--- config.mk ---
export PLATFORM = sky130hd
export DESIGN_NAME = adder_arbiter
export DESIGN_NICKNAME = d
export VERILOG_FILES = /design/src/rtl/adder_arbiter.sv
export SDC_FILE = /design/constraint.sdc
export NUM_CORES = 1
export LEC_CHECK = 0
export CORE_AREA = 2 2 165 167
export CTS_BUF_LIST = sky130_fd_sc_hd__clkbuf_4
export CTS_CLUSTER_DIAMETER = 60
export DETAILED_ROUTE_END_ITERATION = 8
export DIE_AREA = 0 0 167 169
export MAX_ROUTING_LAYER = met4
export PLACE_DENSITY = 0.57
export SETUP_SLACK_MARGIN = 0.15
export SLEW_MARGIN = 40
export SYNTH_ARGS = -nofsm -noshare
export SYNTH_HDL_FRONTEND = slang
export SYNTH_SLANG_ARGS = --single-unit
--- constraint.sdc ---
create_clock -name clk -period 7.2 [get_ports clk]
set_clock_uncertainty 0.2 [all_clocks]
set_input_delay 0.72 -clock clk [delete_from_list [all_inputs] [get_ports clk]]
set_output_delay 0.72 -clock clk [all_outputs]
set_load 0.01 [all_outputs]
--- src/rtl/adder_arbiter.sv ---
// Round-robin front end that shares one pipelined 32-bit adder between NREQ requesters.
// A tag pipeline matched to the adder latency routes each result back to its issuer.
module adder_arbiter #(
    parameter int unsigned NREQ    = 4,
    parameter int unsigned ADD_LAT = 2,
    parameter int unsigned CNT_W   = 16
) (
    input  logic                 clk,
    input  logic                 rst,
    input  logic                 hold,

    input  logic [NREQ-1:0]      req_valid,
    output logic [NREQ-1:0]      req_ready,
    input  logic [NREQ*32-1:0]   req_a,
    input  logic [NREQ*32-1:0]   req_b,
    input  logic [NREQ-1:0]      req_cin,

    output logic [31:0]          add_a,
    output logic [31:0]          add_b,
    output logic                 add_cin,
    input  logic [31:0]          add_sum,
    input  logic                 add_cout,

    output logic [NREQ-1:0]      rsp_valid,
    output logic [31:0]          rsp_sum,
    output logic                 rsp_cout,
    output logic                 busy,
    output logic [CNT_W-1:0]     ops_done
);

    localparam int unsigned PTR_W = (NREQ > 1) ? $clog2(NREQ) : 1;

    logic [PTR_W-1:0] ptr_q, ptr_d;
    logic             grant_found;
    logic [PTR_W-1:0] grant_idx;
    logic             accept;
    int               scan_idx;

    logic [31:0]      add_a_q, add_a_d;
    logic [31:0]      add_b_q, add_b_d;
    logic             add_cin_q, add_cin_d;

    logic [ADD_LAT:0] tag_vld_q, tag_vld_d;
    logic [PTR_W-1:0] tag_id_q [ADD_LAT+1];
    logic [PTR_W-1:0] tag_id_d [ADD_LAT+1];

    logic [CNT_W-1:0] ops_done_q, ops_done_d;

    // Scan ptr, ptr+1, ... modulo NREQ; the first valid requester wins.
    always_comb begin
        grant_found = 1'b0;
        grant_idx   = '0;
        scan_idx    = 0;
        for (int k = 0; k < int'(NREQ); k++) begin
            scan_idx = (int'(ptr_q) + k) % int'(NREQ);
            if (!grant_found && req_valid[PTR_W'(scan_idx)]) begin
                grant_found = 1'b1;
                grant_idx   = PTR_W'(scan_idx);
            end
        end
    end

    assign accept = grant_found && !hold && !rst;

    always_comb begin
        req_ready = '0;
        if (accept) begin
            req_ready[grant_idx] = 1'b1;
        end
    end

    always_comb begin
        add_a_d   = add_a_q;
        add_b_d   = add_b_q;
        add_cin_d = add_cin_q;
        if (accept) begin
            for (int i = 0; i < int'(NREQ); i++) begin
                if (grant_idx == PTR_W'(i)) begin
                    add_a_d   = req_a[32*i +: 32];
                    add_b_d   = req_b[32*i +: 32];
                    add_cin_d = req_cin[i];
                end
            end
        end
    end

    always_comb begin
        ptr_d = ptr_q;
        if (accept) begin
            if (grant_idx == PTR_W'(NREQ - 1)) begin
                ptr_d = '0;
            end else begin
                ptr_d = grant_idx + PTR_W'(1);
            end
        end
    end

    // Tags shift every edge without stalling, mirroring the adder's fixed latency.
    always_comb begin
        tag_vld_d    = '0;
        tag_vld_d[0] = accept;
        tag_id_d[0]  = grant_idx;
        for (int s = 1; s <= int'(ADD_LAT); s++) begin
            tag_vld_d[s] = tag_vld_q[s-1];
            tag_id_d[s]  = tag_id_q[s-1];
        end
    end

    always_comb begin
        rsp_valid = '0;
        for (int i = 0; i < int'(NREQ); i++) begin
            rsp_valid[i] = tag_vld_q[ADD_LAT] && (tag_id_q[ADD_LAT] == PTR_W'(i));
        end
    end

    always_comb begin
        ops_done_d = ops_done_q;
        if (|rsp_valid) begin
            ops_done_d = ops_done_q + CNT_W'(1);
        end
    end

    always_ff @(posedge clk) begin
        if (rst) begin
            ptr_q      <= '0;
            add_a_q    <= '0;
            add_b_q    <= '0;
            add_cin_q  <= 1'b0;
            tag_vld_q  <= '0;
            ops_done_q <= '0;
            for (int s = 0; s <= int'(ADD_LAT); s++) begin
                tag_id_q[s] <= '0;
            end
        end else begin
            ptr_q      <= ptr_d;
            add_a_q    <= add_a_d;
            add_b_q    <= add_b_d;
            add_cin_q  <= add_cin_d;
            tag_vld_q  <= tag_vld_d;
            ops_done_q <= ops_done_d;
            for (int s = 0; s <= int'(ADD_LAT); s++) begin
                tag_id_q[s] <= tag_id_d[s];
            end
        end
    end

    assign add_a    = add_a_q;
    assign add_b    = add_b_q;
    assign add_cin  = add_cin_q;
    assign rsp_sum  = add_sum;
    assign rsp_cout = add_cout;
    assign busy     = |tag_vld_q;
    assign ops_done = ops_done_q;

endmodule

# ---- After elaboration in Yosys (flattened, before gate mapping)
# Memory sizes are Yosys's and may differ from the RTL's.
# Cells that the tools add are included.
dict set report totals {
  regBits 86
  mem_bits_rw 6
  output_inout_bits 123
  memories 1
}
dict set report classes {
  addsub 5
  order_cmp 6
  eq_ne 6
  mux 42
  bitwise 3
  n_reduce_logical 21
}
# name depth width read_ports rd_ports_with_merged_regs wr line
set memory_table {}
lappend memory_table {tag_id_q 3 2 3 0 3 44} ;# logic [PTR_W-1:0] tag_id_q [ADD_LAT+1];
# cell n
set op_table {}
lappend op_table {{32-bit 2-to-1 mux} 8}
lappend op_table {{1-bit 2-to-1 mux} 20}
lappend op_table {{16-bit by 1-bit adder with 16-bit output, second input constant} 1}
lappend op_table {{2-bit by 4-bit < comparator with 1-bit output, second input constant} 4}
lappend op_table {{2-bit 2-to-1 mux} 8}
lappend op_table {{1-bit logical AND} 10}
lappend op_table {{1-bit binary-select mux with 2-bit select} 4}
lappend op_table {{2-bit equality test, second input constant} 4}
lappend op_table {{1-bit logical NOT} 5}
lappend op_table {{2-bit by 1-bit adder with 2-bit output, second input constant} 2}
lappend op_table {{2-bit adder, second input constant} 2}
lappend op_table {{2-bit by 1-bit equality test with 1-bit output, second input constant} 2}
lappend op_table {{2-bit logical NOT} 2}
lappend op_table {{4-bit 2-to-1 mux} 1}
lappend op_table {{4-bit nonzero test} 1}
lappend op_table {{4-bit OR reduction} 1}
lappend op_table {{2-bit by 3-bit < comparator with 1-bit output, second input constant} 1}
lappend op_table {{1-bit bitwise OR} 3}
lappend op_table {{3-bit OR reduction} 1}
lappend op_table {{1-bit demux with 2-bit select} 1}
lappend op_table {{2-bit by 1-bit greater-or-equal comparator with 1-bit output, second input constant} 1}
lappend op_table {{2-bit AND reduction} 1}

# ---- Depth between registers and ports, before layout
dict set report depth {
  depth_word 18
  ltp_mapped 12
}

# ---- Least setup slack after synthesis
# OpenSTA, ideal clock, no wires.
dict set report synth_timing {
  path_type {input to output}
  start {in req_valid[2]}
  end {out req_ready[1]}
  arrival_time_ps 2203
  required_ps 6280
  slack_ps 4077
  path_stages 9
  n_path_buf 3
  path_cell_list {nor2b_1 > o21ai_0 > o221ai_1 > inv_1 > ha_1 > clkbuf_1 > buf_2 > buf_4 > and2_1}
}
dict set report synth_via {
  elab_chain_cells 18
  word_cells_on_any_way 34
  cone_classes {2 x order compare; 23 x mux; 9 x reduce/logical}
}
# item line
set synth_rtl {}
lappend synth_rtl {{start: declaration} 12} ;# input logic [NREQ-1:0] req_valid,
lappend synth_rtl {{1-bit binary-select mux with 2-bit select} 56} ;# if (!grant_found && req_valid[PTR_W'(scan_idx)]) begin
lappend synth_rtl {{1-bit 2-to-1 mux (not written as such) (2 in series)} 56}
lappend synth_rtl {{1-bit 2-to-1 mux} 56}
lappend synth_rtl {{1-bit logical NOT} 56}
lappend synth_rtl {{1-bit logical AND} 56}
lappend synth_rtl {{1-bit 2-to-1 mux} 56}
lappend synth_rtl {{1-bit logical NOT} 56}
lappend synth_rtl {{1-bit logical AND} 56}
lappend synth_rtl {{[... 2 more ...]} --}
lappend synth_rtl {{1-bit logical AND} 56}
lappend synth_rtl {{2-bit 2-to-1 mux *} 56}
lappend synth_rtl {{named net grant_idx[0]} 35} ;# logic [PTR_W-1:0] grant_idx;
lappend synth_rtl {{2-bit by 3-bit < comparator with 1-bit output (not written as such) / 2-bit by 1-bit greater-or-equal comparator with 1-bit output (equally long branches)} 68} ;# req_ready[grant_idx] = 1'b1;
lappend synth_rtl {{1-bit logical AND (not written as such)} 68}
lappend synth_rtl {{1-bit 2-to-1 mux (not written as such)} 68}
lappend synth_rtl {{1-bit demux with 2-bit select *} 68}
lappend synth_rtl {{4-bit 2-to-1 mux *} 67} ;# if (accept) begin
lappend synth_rtl {{end: declaration} 13} ;# output logic [NREQ-1:0] req_ready,
# Mark *: on every way through the listed nets, which the timed path passes. The rest lies on a longest branch. The select of a mux whose other input is x is not followed.

# ---- Final worst setup path
dict set report layout_timing {
  start {in req_valid[2]}
  end {out req_ready[3]}
}
# The elaborated chain is that of the path after synthesis.

==> flow_summary.json <==
{
  "outcome": "finished clean",
  "yosysWarnings": 0,
  "layout.nets": 1268,
  "yosysSeqAreaShare": 0.334,
  "drv_slew": 0,
  "drt_iter0_markers": 246,
  "grt_max_degree": 67,
  "dpl_cell_area_um2": 9060,
  "cts_tree": "built",
  "core-area_um2": 26500,
  "fin_crit_ns": 4.42,
  "drv_cap": 0,
  "synth_edf_count": 0,
  "dieArea_um2": 28200,
  "port_buffers": 356,
  "setup_viol": 0,
  "hpwl_mm": 17.0,
  "synth-simple-area-share": 0.234,
  "pre_cts_ws_ns": 2.55,
  "synth.most_common_cell": "nand2_1",
  "fin_area_um2": 9220,
  "rsz0062_at_grt": "false",
  "synthesis.nets": 979,
  "postLayoutCoreUtil": 0.348,
  "critPathKind": "in2out",
  "cts-hold-fix-buffers": 0,
  "cts_root_buffer": "clkbuf_4",
  "row_count": 60,
  "insertion_delay_ns": 0.46,
  "p_per_area_nw_per_um2": 165,
  "first_pass_iters": 6,
  "cp_max_fo": 33,
  "route.detailed.drc": 0,
  "cts.sinks": 92,
  "io_pins": 423,
  "synth-xor-area-share": 0.0207,
  "synth_common_cells": "nand2_1, dfxtp_1, mux2i_1, o21ai_0, o2111ai_1",
  "p_leak_nw": 3.21,
  "relSlewSlack": 0.512,
  "detail_route.vias_per_cell": 4.49,
  "synth_seq_cells": 92,
  "post_cts_resize_count": 0,
  "synth_cell_types": 40,
  "clk_pin_slew_ns": 0.18,
  "crit_required_ns": 6.28,
  "worst_slew_pin_slew_ns": 0.727,
  "synthTopCellsByArea": "dfxtp_1, mux2i_1, o2111ai_1, nand2_1, o21ai_0",
  "synthArstFlopShare": 0,
  "gr-usage-all-layers": 0.158,
  "worstPathArrival_ns": 3.50,
  "drive_above_1_share": 0.0351,
  "tns_ns": 0,
  "cts_setup_buffers": 0,
  "grt_overflow": 0,
  "hold_class": "reg2reg",
  "synth_ff_type": "dfxtp_1",
  "antenna_found_initial": 1,
  "fmax_mhz": 226,
  "synth_area_um2": 5510,
  "hold_viol_final": 0,
  "synth.largest_area_cell": "dfxtp_1",
  "synth_cells": 674,
  "finalNonFillerCells": 1310,
  "grt_pass1_wl_mm": 33.4,
  "ant_nets": 0,
  "postLayoutSetupSlackWorst_ns": 2.78,
  "die_height_um": 169,
  "syn-mean-instance-area_um2": 8.17,
  "synth_top_family_by_area": "simple AND/OR/NAND/NOR gates",
  "min_period_over_period": 0.614,
  "worstSetupStartpointType": "input port",
  "post-place-cells": 1292,
  "ir_worst_vdd_mv": 0.0613,
  "gp_congestion": 0.836,
  "cts_buffers": 9,
  "wl_per_cell_um": 17.3,
  "endpoint_kind": "output port",
  "yosys.area_share.adder": 0.0114,
  "clk_path_buf_depth": 2,
  "synth_compound_area_frac": 0.177,
  "synthMuxAreaShare": 0.122,
  "netlist.area_leader.share": 0.334,
  "initial_core_util": 0.208,
  "htreeDepth": 3,
  "die_w_um": 167,
  "syn2layout_area_growth_pct": 67.4,
  "via_count": 5888,
  "drt_wl_total_mm": 22.7,
  "grt_pass1_vias": 5699
}
## cell type report
cell class | count | area, µm²
Fill cell | 2812 | 17300
Timing Repair Buffer | 364 | 3640
Multi-Input combinational cell | 490 | 3150
Sequential cell | 92 | 1840
Tap cell | 341 | 427
Clock inverter | 7 | 76.3
Clock buffer | 9 | 67.6
Inverter | 6 | 22.5
Antenna cell | 1 | 2.50
## power breakdown
| part | internal, mW | total [mW] | switching, mW |
|---|---|---|---|
| clock | 0.0839 | 0.305 | 0.221 |
| combinational | 0.335 | 0.608 | 0.273 |
| sequential | 0.572 | 0.607 | 0.0344 |
| total | 0.991 | 1.52 | 0.529 |
## flip-flops by register name, indices dropped and copies added, names as in the netlist
register,count
ops_done,16
tag_vld_q,3
ptr_q,2
add_cin,1
tag_id_q,6
add_b,32
add_a,32
## kinds of logic after synthesis
family | after synthesis
AOI/OAI and AO/OA | 143
xor gates and xnor gates | 13
adders and majority gates | 5
buffers and inverters | 92
DFF | 92
muxes | 67
and+or+nand+nor | 262
## through the flow
stage	total power, mW	hold WS, ns
2_1_floorplan	0.907	0.214
3_3_place_gp	1.23	0.221
3_5_place_dp	1.23	0.227
4_1_cts	1.56	0.264
5_1_grt	1.62	0.278
6_report	1.52	0.259
## layout by cell type, fill, tap and decap left out, types with 2 or more instances in the layout
| cell | synthesis | final |
|---|---|---|
| nand3_1 | 4 | 4 |
| and2_1 | 4 | 4 |
| inv_1 | 6 | 5 |
| clkdlybuf4s50_1 | 0 | 356 |
| nor2b_1 | 9 | 9 |
| nor4_1 | 6 | 6 |
| dfxtp_1 | 92 | 92 |
| xor2_1 | 3 | 3 |
| buf_4 | 43 | 7 |
| nand4_1 | 5 | 5 |
| nand2_1 | 135 | 135 |
| mux2i_1 | 66 | 66 |
| o2111ai_1 | 64 | 64 |
| or3_1 | 3 | 3 |
| or2b_1 | 20 | 20 |
| inv_8 | 0 | 3 |
| nand2b_1 | 45 | 44 |
| xnor2_1 | 10 | 10 |
| nor3_1 | 5 | 5 |
| ha_1 | 5 | 3 |
| clkinv_4 | 0 | 2 |
| o21ai_0 | 66 | 66 |
| a21o_1 | 2 | 2 |
| clkbuf_4 | 0 | 9 |
| a21oi_1 | 4 | 4 |
| nor2_1 | 19 | 19 |
| o21ai_1 | 3 | 3 |
## layer usage
layer / vias up / GRT usage / routed length, µm
li1: 2919 / - / -
met1: 2671 / 0.178 / 9430
met2: 268 / 0.267 / 10900
met3: 30 / 0.0477 / 1850
met4: 0 / 0.0517 / 539
met5: - / - / 0
## final timing paths
check,depth (start not counted),slack (ns),end,from
worst max-delay path,8,2.78,req_ready[3],req_valid[2]
worst min-delay path,2,0.26,add_a[15],add_a[15]
worst max register to register,10,3.54,add_b[19],ptr_q[0]
worst min register to register,2,0.26,add_a[15],add_a[15]
## worst max-delay path, stage by stage
cell,delay [ns]
clkdlybuf4s50_1,0.47
nor2b_1,0.16
o21ai_0,0.15
o221ai_1,0.31
inv_1,0.23
ha_2,0.67
and2_1,0.22
clkdlybuf4s50_1,0.55
Note: power is estimated with default switching activity, not from simulation.
